`src/rtl/mem_port_arbiter_if.sv`:
```
// mem_port_arbiter_if: bundles the three requester buses, the RAM port and the status flags.
// Latency: none; wires only.
// Backpressure: none; the arbiter holds requesters off through its acks and core_stall.
// Ports: slave modport = arbiter side, master modport = requesters + RAM side.
interface mem_port_arbiter_if #(
  parameter int AW = 9,
  parameter int DW = 16
) ();
  logic          if_req;
  logic [AW-1:0] if_addr;
  logic [DW-1:0] if_rdata;
  logic          if_ack;

  logic          d_req;
  logic          d_we;
  logic [AW-1:0] d_addr;
  logic [DW-1:0] d_wdata;
  logic [DW-1:0] d_rdata;
  logic          d_ack;

  logic          ld_req;
  logic          ld_we;
  logic [AW-1:0] ld_addr;
  logic [DW-1:0] ld_wdata;
  logic [DW-1:0] ld_rdata;
  logic          ld_ack;
  logic          ld_mode;

  logic [AW-1:0] mem_addr;
  logic [DW-1:0] mem_wdata;
  logic          mem_rden;
  logic          mem_wren;
  logic [DW-1:0] mem_q;

  logic          core_stall;
  logic          busy;

  modport slave (
    input  if_req, if_addr, d_req, d_we, d_addr, d_wdata,
           ld_req, ld_we, ld_addr, ld_wdata, ld_mode, mem_q,
    output if_rdata, if_ack, d_rdata, d_ack, ld_rdata, ld_ack,
           mem_addr, mem_wdata, mem_rden, mem_wren, core_stall, busy
  );

  modport master (
    output if_req, if_addr, d_req, d_we, d_addr, d_wdata,
           ld_req, ld_we, ld_addr, ld_wdata, ld_mode, mem_q,
    input  if_rdata, if_ack, d_rdata, d_ack, ld_rdata, ld_ack,
           mem_addr, mem_wdata, mem_rden, mem_wren, core_stall, busy
  );
endinterface

```
`src/rtl/mem_port_arbiter.sv`:
```
// mem_port_arbiter: shares one single-port synchronous RAM between instruction fetch, data access and loader.
// Latency: read ack 2+RD_LAT cycles after the request-sampling edge, write ack after 2; one IDLE cycle between accesses.
// Backpressure: level requests wait until granted (core_stall flags pending core requests); ld_mode holds off core grants.
// Ports: clk_i, rst_i (async active-high); arb_io (slave modport) carries requester buses, RAM port, core_stall, busy.
module mem_port_arbiter #(
  parameter int AW     = 9,
  parameter int DW     = 16,
  parameter int RD_LAT = 1
) (
  input  logic              clk_i,
  input  logic              rst_i,
  mem_port_arbiter_if.slave arb_io
);

  typedef enum logic [1:0] {IDLE = 2'd0, ISSUE = 2'd1, WAIT = 2'd2, DONE = 2'd3} state_e;

  localparam logic [1:0] SRC_IF = 2'd0;
  localparam logic [1:0] SRC_D  = 2'd1;
  localparam logic [1:0] SRC_LD = 2'd2;
  localparam logic [1:0] LAT    = 2'(RD_LAT);

  state_e        state_q, state_d;
  logic [1:0]    src_q, src_d;
  logic          we_q, we_d;
  logic [AW-1:0] addr_q, addr_d;
  logic [DW-1:0] wdata_q, wdata_d;
  logic          rr_q, rr_d;      // 1: D wins an IF/D tie (IF was served last)
  logic [1:0]    cnt_q, cnt_d;
  logic [DW-1:0] if_rdata_q, if_rdata_d;
  logic [DW-1:0] d_rdata_q, d_rdata_d;
  logic [DW-1:0] ld_rdata_q, ld_rdata_d;

  logic mem_rden_c, mem_wren_c, if_ack_c, d_ack_c, ld_ack_c;

  // State register
  always_ff @(posedge clk_i or posedge rst_i) begin
    if (rst_i) begin
      state_q    <= IDLE;
      src_q      <= SRC_IF;
      we_q       <= 1'b0;
      addr_q     <= '0;
      wdata_q    <= '0;
      rr_q       <= 1'b0;
      cnt_q      <= '0;
      if_rdata_q <= '0;
      d_rdata_q  <= '0;
      ld_rdata_q <= '0;
    end else begin
      state_q    <= state_d;
      src_q      <= src_d;
      we_q       <= we_d;
      addr_q     <= addr_d;
      wdata_q    <= wdata_d;
      rr_q       <= rr_d;
      cnt_q      <= cnt_d;
      if_rdata_q <= if_rdata_d;
      d_rdata_q  <= d_rdata_d;
      ld_rdata_q <= ld_rdata_d;
    end
  end

  // Next-state and datapath latch logic
  always_comb begin
    state_d    = state_q;
    src_d      = src_q;
    we_d       = we_q;
    addr_d     = addr_q;
    wdata_d    = wdata_q;
    rr_d       = rr_q;
    cnt_d      = cnt_q;
    if_rdata_d = if_rdata_q;
    d_rdata_d  = d_rdata_q;
    ld_rdata_d = ld_rdata_q;
    case (state_q)
      IDLE: begin
        if (arb_io.ld_req) begin
          state_d = ISSUE;
          src_d   = SRC_LD;
          we_d    = arb_io.ld_we;
          addr_d  = arb_io.ld_addr;
          wdata_d = arb_io.ld_wdata;
        end else if (!arb_io.ld_mode && (arb_io.if_req || arb_io.d_req)) begin
          state_d = ISSUE;
          if (arb_io.if_req && (!arb_io.d_req || !rr_q)) begin
            src_d   = SRC_IF;
            we_d    = 1'b0;
            addr_d  = arb_io.if_addr;
            wdata_d = '0;
            rr_d    = 1'b1;
          end else begin
            src_d   = SRC_D;
            we_d    = arb_io.d_we;
            addr_d  = arb_io.d_addr;
            wdata_d = arb_io.d_wdata;
            rr_d    = 1'b0;
          end
        end
      end
      ISSUE: begin
        if (we_q) begin
          state_d = DONE;
        end else begin
          state_d = WAIT;
          cnt_d   = LAT;
        end
      end
      WAIT: begin
        if (cnt_q == 2'd1) begin
          // mem_q is valid in this last WAIT cycle
          state_d = DONE;
          case (src_q)
            SRC_IF:  if_rdata_d = arb_io.mem_q;
            SRC_D:   d_rdata_d  = arb_io.mem_q;
            default: ld_rdata_d = arb_io.mem_q;
          endcase
        end else begin
          cnt_d = cnt_q - 2'd1;
        end
      end
      DONE:    state_d = IDLE;
      default: state_d = IDLE;
    endcase
  end

  // Output decode
  always_comb begin
    mem_rden_c = 1'b0;
    mem_wren_c = 1'b0;
    if_ack_c   = 1'b0;
    d_ack_c    = 1'b0;
    ld_ack_c   = 1'b0;
    if (state_q == ISSUE) begin
      mem_rden_c = ~we_q;
      mem_wren_c = we_q;
    end
    if (state_q == DONE) begin
      if_ack_c = (src_q == SRC_IF);
      d_ack_c  = (src_q == SRC_D);
      ld_ack_c = (src_q == SRC_LD);
    end
  end

  assign arb_io.mem_rden   = mem_rden_c;
  assign arb_io.mem_wren   = mem_wren_c;
  assign arb_io.mem_addr   = addr_q;
  assign arb_io.mem_wdata  = wdata_q;
  assign arb_io.if_ack     = if_ack_c;
  assign arb_io.d_ack      = d_ack_c;
  assign arb_io.ld_ack     = ld_ack_c;
  assign arb_io.if_rdata   = if_rdata_q;
  assign arb_io.d_rdata    = d_rdata_q;
  assign arb_io.ld_rdata   = ld_rdata_q;
  assign arb_io.busy       = (state_q != IDLE);
  assign arb_io.core_stall = (arb_io.if_req & ~if_ack_c) | (arb_io.d_req & ~d_ack_c);

endmodule

```
`src/flat_wrapper.sv`:
```
// flat-port wrapper written by rule: the top's interface ports become plain ports
module mem_port_arbiter_flat 
#(
  parameter int AW     = 9,
  parameter int DW     = 16,
  parameter int RD_LAT = 1
)
  (clk_i, rst_i, arb_io_if_req, arb_io_if_addr, arb_io_d_req, arb_io_d_we, arb_io_d_addr, arb_io_d_wdata, arb_io_ld_req, arb_io_ld_we, arb_io_ld_addr, arb_io_ld_wdata, arb_io_ld_mode, arb_io_mem_q, arb_io_if_rdata, arb_io_if_ack, arb_io_d_rdata, arb_io_d_ack, arb_io_ld_rdata, arb_io_ld_ack, arb_io_mem_addr, arb_io_mem_wdata, arb_io_mem_rden, arb_io_mem_wren, arb_io_core_stall, arb_io_busy);
  mem_port_arbiter_if #(.AW(AW), .DW(DW)) arb_io_i ();
  input  logic clk_i;
  input  logic rst_i;
  input wire logic [$bits(arb_io_i.if_req)-1:0] arb_io_if_req;
  input wire logic [$bits(arb_io_i.if_addr)-1:0] arb_io_if_addr;
  input wire logic [$bits(arb_io_i.d_req)-1:0] arb_io_d_req;
  input wire logic [$bits(arb_io_i.d_we)-1:0] arb_io_d_we;
  input wire logic [$bits(arb_io_i.d_addr)-1:0] arb_io_d_addr;
  input wire logic [$bits(arb_io_i.d_wdata)-1:0] arb_io_d_wdata;
  input wire logic [$bits(arb_io_i.ld_req)-1:0] arb_io_ld_req;
  input wire logic [$bits(arb_io_i.ld_we)-1:0] arb_io_ld_we;
  input wire logic [$bits(arb_io_i.ld_addr)-1:0] arb_io_ld_addr;
  input wire logic [$bits(arb_io_i.ld_wdata)-1:0] arb_io_ld_wdata;
  input wire logic [$bits(arb_io_i.ld_mode)-1:0] arb_io_ld_mode;
  input wire logic [$bits(arb_io_i.mem_q)-1:0] arb_io_mem_q;
  output wire logic [$bits(arb_io_i.if_rdata)-1:0] arb_io_if_rdata;
  output wire logic [$bits(arb_io_i.if_ack)-1:0] arb_io_if_ack;
  output wire logic [$bits(arb_io_i.d_rdata)-1:0] arb_io_d_rdata;
  output wire logic [$bits(arb_io_i.d_ack)-1:0] arb_io_d_ack;
  output wire logic [$bits(arb_io_i.ld_rdata)-1:0] arb_io_ld_rdata;
  output wire logic [$bits(arb_io_i.ld_ack)-1:0] arb_io_ld_ack;
  output wire logic [$bits(arb_io_i.mem_addr)-1:0] arb_io_mem_addr;
  output wire logic [$bits(arb_io_i.mem_wdata)-1:0] arb_io_mem_wdata;
  output wire logic [$bits(arb_io_i.mem_rden)-1:0] arb_io_mem_rden;
  output wire logic [$bits(arb_io_i.mem_wren)-1:0] arb_io_mem_wren;
  output wire logic [$bits(arb_io_i.core_stall)-1:0] arb_io_core_stall;
  output wire logic [$bits(arb_io_i.busy)-1:0] arb_io_busy;
  assign arb_io_i.if_req = arb_io_if_req;
  assign arb_io_i.if_addr = arb_io_if_addr;
  assign arb_io_i.d_req = arb_io_d_req;
  assign arb_io_i.d_we = arb_io_d_we;
  assign arb_io_i.d_addr = arb_io_d_addr;
  assign arb_io_i.d_wdata = arb_io_d_wdata;
  assign arb_io_i.ld_req = arb_io_ld_req;
  assign arb_io_i.ld_we = arb_io_ld_we;
  assign arb_io_i.ld_addr = arb_io_ld_addr;
  assign arb_io_i.ld_wdata = arb_io_ld_wdata;
  assign arb_io_i.ld_mode = arb_io_ld_mode;
  assign arb_io_i.mem_q = arb_io_mem_q;
  assign arb_io_if_rdata = arb_io_i.if_rdata;
  assign arb_io_if_ack = arb_io_i.if_ack;
  assign arb_io_d_rdata = arb_io_i.d_rdata;
  assign arb_io_d_ack = arb_io_i.d_ack;
  assign arb_io_ld_rdata = arb_io_i.ld_rdata;
  assign arb_io_ld_ack = arb_io_i.ld_ack;
  assign arb_io_mem_addr = arb_io_i.mem_addr;
  assign arb_io_mem_wdata = arb_io_i.mem_wdata;
  assign arb_io_mem_rden = arb_io_i.mem_rden;
  assign arb_io_mem_wren = arb_io_i.mem_wren;
  assign arb_io_core_stall = arb_io_i.core_stall;
  assign arb_io_busy = arb_io_i.busy;
  mem_port_arbiter #(.AW(AW), .DW(DW), .RD_LAT(RD_LAT)) u_core (.clk_i(clk_i), .rst_i(rst_i), .arb_io(arb_io_i));
endmodule
```
`config.mk`:
```
export PLATFORM = sky130hd
export DESIGN_NAME = mem_port_arbiter_flat
export DESIGN_NICKNAME = d
export VERILOG_FILES = /design/src/rtl/mem_port_arbiter_if.sv /design/src/rtl/mem_port_arbiter.sv /design/src/flat_wrapper.sv
export SDC_FILE = /design/constraint.sdc
export NUM_CORES = 1
export LEC_CHECK = 0
export ABC_AREA = 1
export BUFFER_PORTS_ARGS = -buffer_cell sky130_fd_sc_hd__buf_2
export CELL_PAD_IN_SITES_DETAIL_PLACEMENT = 0
export CELL_PAD_IN_SITES_GLOBAL_PLACEMENT = 1
export CORE_MARGIN = 2
export CORE_UTILIZATION = 33
export CTS_CLUSTER_DIAMETER = 30
export CTS_CLUSTER_SIZE = 24
export DETAILED_ROUTE_END_ITERATION = 10
export HOLD_SLACK_MARGIN = 0.08
export PLACE_DENSITY_LB_ADDON = 0.08
export SETUP_SLACK_MARGIN = 0.1
export SLEW_MARGIN = 20
export SYNTH_ARGS = -nofsm -noshare
export SYNTH_HDL_FRONTEND = slang
export SYNTH_SLANG_ARGS = --single-unit
```
`constraint.sdc`:
```
create_clock -name clk_i -period 2.87 [get_ports clk_i]
set_clock_uncertainty 0.05 [all_clocks]
set_input_delay 0.287 -clock clk_i [delete_from_list [all_inputs] [get_ports clk_i]]
set_output_delay 0.287 -clock clk_i [all_outputs]
set_load 0.02 [all_outputs]
```
==> out/metrics.yaml <==
job:
  drv_cap: 0
placed_design:
  hpwl_um: 7350
  port_buffers: 162
  post_dp_cell_area_mm2: 0.00464
  gp_congestion: 0.789
  dp.cells: 753
die:
  core_area_mm2: 0.0109
  die_h_um: 110
  die_w_um: 110
  initial_core_util: 0.342
  row_count: 38
  ios: 163
  dieArea_mm2: 0.0122
min_path:
  hp-class: "in2reg"
  hold_start: "arb_io_mem_q[6]"
critical_path:
  required_ps: 3040
  crit_path_end_kind: "flop"
  worst-path-max-fanout: 32
  r2r_start: "u_core.state_q[0]"
  crit_path_start_kind: "flop"
  crit_arrival_ps: 2250
  cp-startpoint: "u_core.state_q[0]"
  path_class: "reg2reg"
detailed_routing:
  vias: 3462
  drc: 0
  drtAntennaViolNets: 0
  drt_wl_total_um: 10200
  wl_per_cell_um: 13.3
  firstDrtPassIters: 6
  via_per_inst: 4.50
  drtIter0Drc: 141
clock_tree:
  clk_path_buf_depth: 2
  clk_pin_slew_ps: 60
  numCtsBuffers: 9
  insertion_delay_ps: 330
  post-cts-setup-buffers: 0
  htree_num_levels: 3
  numClockSinks: 81
  cts_root_buf: "clkbuf_16"
  cts_tree: "done"
timing:
  fin_crit_ps: 2080
  fin_crit_sh: 0.725
  hold_viol: 0
  fin_hold_ws_ps: 192
  rsz0062_at_grt: "no"
  report.final.slew_viol_count: 0
  setup-tns-final_ps: 0
  slew_headroom: 0.348
  setup_viol: 0
  maxClockFrequency_ghz: 0.480
  tightestPinTransition_ps: 975
global_routing:
  first_global_vias: 3421
  grt_use_total: 0.171
  overflow: 0
  antenna_found_initial: 0
  grt_max_degree: 43
  grt_pass1_wl_um: 17000
yosys:
  synthTopCellsByArea: "dfrtp_1 54%, nand2_1 20%, o21ai_0 7.4%"
  netlist_instances: 469
  synth_nets: 558
  ys_seq_area_frac: 0.542
  ys_warn_count: 0
  synth_area_leader_cell: "dfrtp_1"
  synth_top_area_frac: 0.542
  avgSynthCellArea_um2: 7.97
  synth.distinct_cells: 19
  syn_area_mm2: 0.00374
  synth-seq-cells: 81
cells_and_area:
  n_antenna_cell: 0
  area_growth_pct: 32.4
  design_area_mm2: 0.00495
  layout_common_cells: "201 x nand2_1, 162 x buf_2, 81 x dfrtp_1"
  drive_above_1_share: 0.300
  fillers: 1160
  stdcell_count: 770
  layout.nets: 714
  mostFrequentLayoutCell: "nand2_1"
power:
  total_power_mw: 5.52
  ir_worst_vdd_uv: 393
  p_per_area_mw_per_mm2: 1110
  p_leak_nw: 2.91
run_status:
  outcome: "complete, no violations"
## sequential cells by signal, indices dropped and copies added (netlist names), 2 cells and up
register and cells:
u_core.arb_io.mem_wdata 16, u_core.arb_io.ld_rdata 16, u_core.state_q 2, u_core.src_q 2, u_core.cnt_q 2, u_core.arb_io.d_rdata 16
u_core.arb_io.mem_addr 9, u_core.arb_io.if_rdata 16
## power breakdown
part / internal [mW] / leakage, nW / switching [mW]
Sequential: 1.69 / 0.989 / 0.314
Clock: 0.681 / 0.146 / 0.469
Combinational: 0.768 / 1.78 / 1.60
## final timing paths
check,cells past startpoint,to,slack [ps]
max,6,u_core.arb_io.ld_rdata[13],790
max reg2reg,6,u_core.arb_io.ld_rdata[13],790
min,3,u_core.arb_io.ld_rdata[6],190
min in group asynchronous,3,u_core.arb_io.mem_addr[7],550
max in group asynchronous,4,u_core.arb_io.if_rdata[2],1540
min reg2reg,2,u_core.arb_io.mem_wdata[5],420
## kinds of logic (layout without fill, tap and decap cells)
logic type | count (synthesis) | in the layout | synth area share
DFF | 81 | 81 | 0.542
buffers and inverters | 73 | 234 | 0.0877
and+or+nand+nor | 251 | 251 | 0.271
adders and majority gates | 6 | 6 | 0.0201
AOI/OAI and AO/OA | 58 | 58 | 0.0796
## stage by stage
| step | util | worst slack [ps] |
|---|---|---|
| after floorplan | - | 453 |
| after global placement | 0.424 | 879 |
| after detailed placement | 0.424 | 814 |
| after CTS | 0.453 | 772 |
| after global routing | 0.453 | 523 |
| final | 0.453 | 788 |
## area by class of cell
| cell class | instances | area [um2] | area share |
|---|---|---|---|
| sequential | 81 | 2030 | 0.409 |
| multi-input combinational | 315 | 1390 | 0.280 |
| timing repair buffer | 167 | 863 | 0.174 |
| clock buffer | 9 | 225 | 0.0455 |
| inverter | 51 | 198 | 0.0399 |
| tap | 140 | 175 | 0.0354 |
| clock inverter | 7 | 77.6 | 0.0157 |
## metal layers
| metal | up-vias | GRT usage | wire [um] |
|---|---|---|---|
| met4 | 0 | 0.0450 | 73 |
| li1 | 1778 | - | - |
| met5 | - | 0 | 0 |
| met3 | 7 | 0.0494 | 772 |
| met1 | 1564 | 0.225 | 4700 |
| met2 | 113 | 0.276 | 4660 |
## what timing repair did
action / 4_1_cts / 5_1_grt
resized for setup: 0 / 0
endpoints found under the hold margin: 39 / 0
hold buffers: 1 / 0
## Yosys cell counts
cell type  count
inv_1         49
nand2_4        1
a21oi_1        1
nor3_1         3
ha_1           6
buf_2          9
o21ai_0       55
buf_4          2
nand3_1       40
o21bai_2       1
nand2_1      201
dfrtp_1       81
nand3b_1       1
nand2_2        2
buf_6          4
inv_4          2
clkbuf_1       7
nor2_1         3
o22ai_1        1
## worst max-delay path: stages (launching register included)
cell	delay, ps
dfrtp_1	410
inv_1	150
ha_1	200
nand2_1	80
inv_1	90
nand2_1	570
o21ai_0	420
No activity file was read; power rests on OpenSTA's default activity.
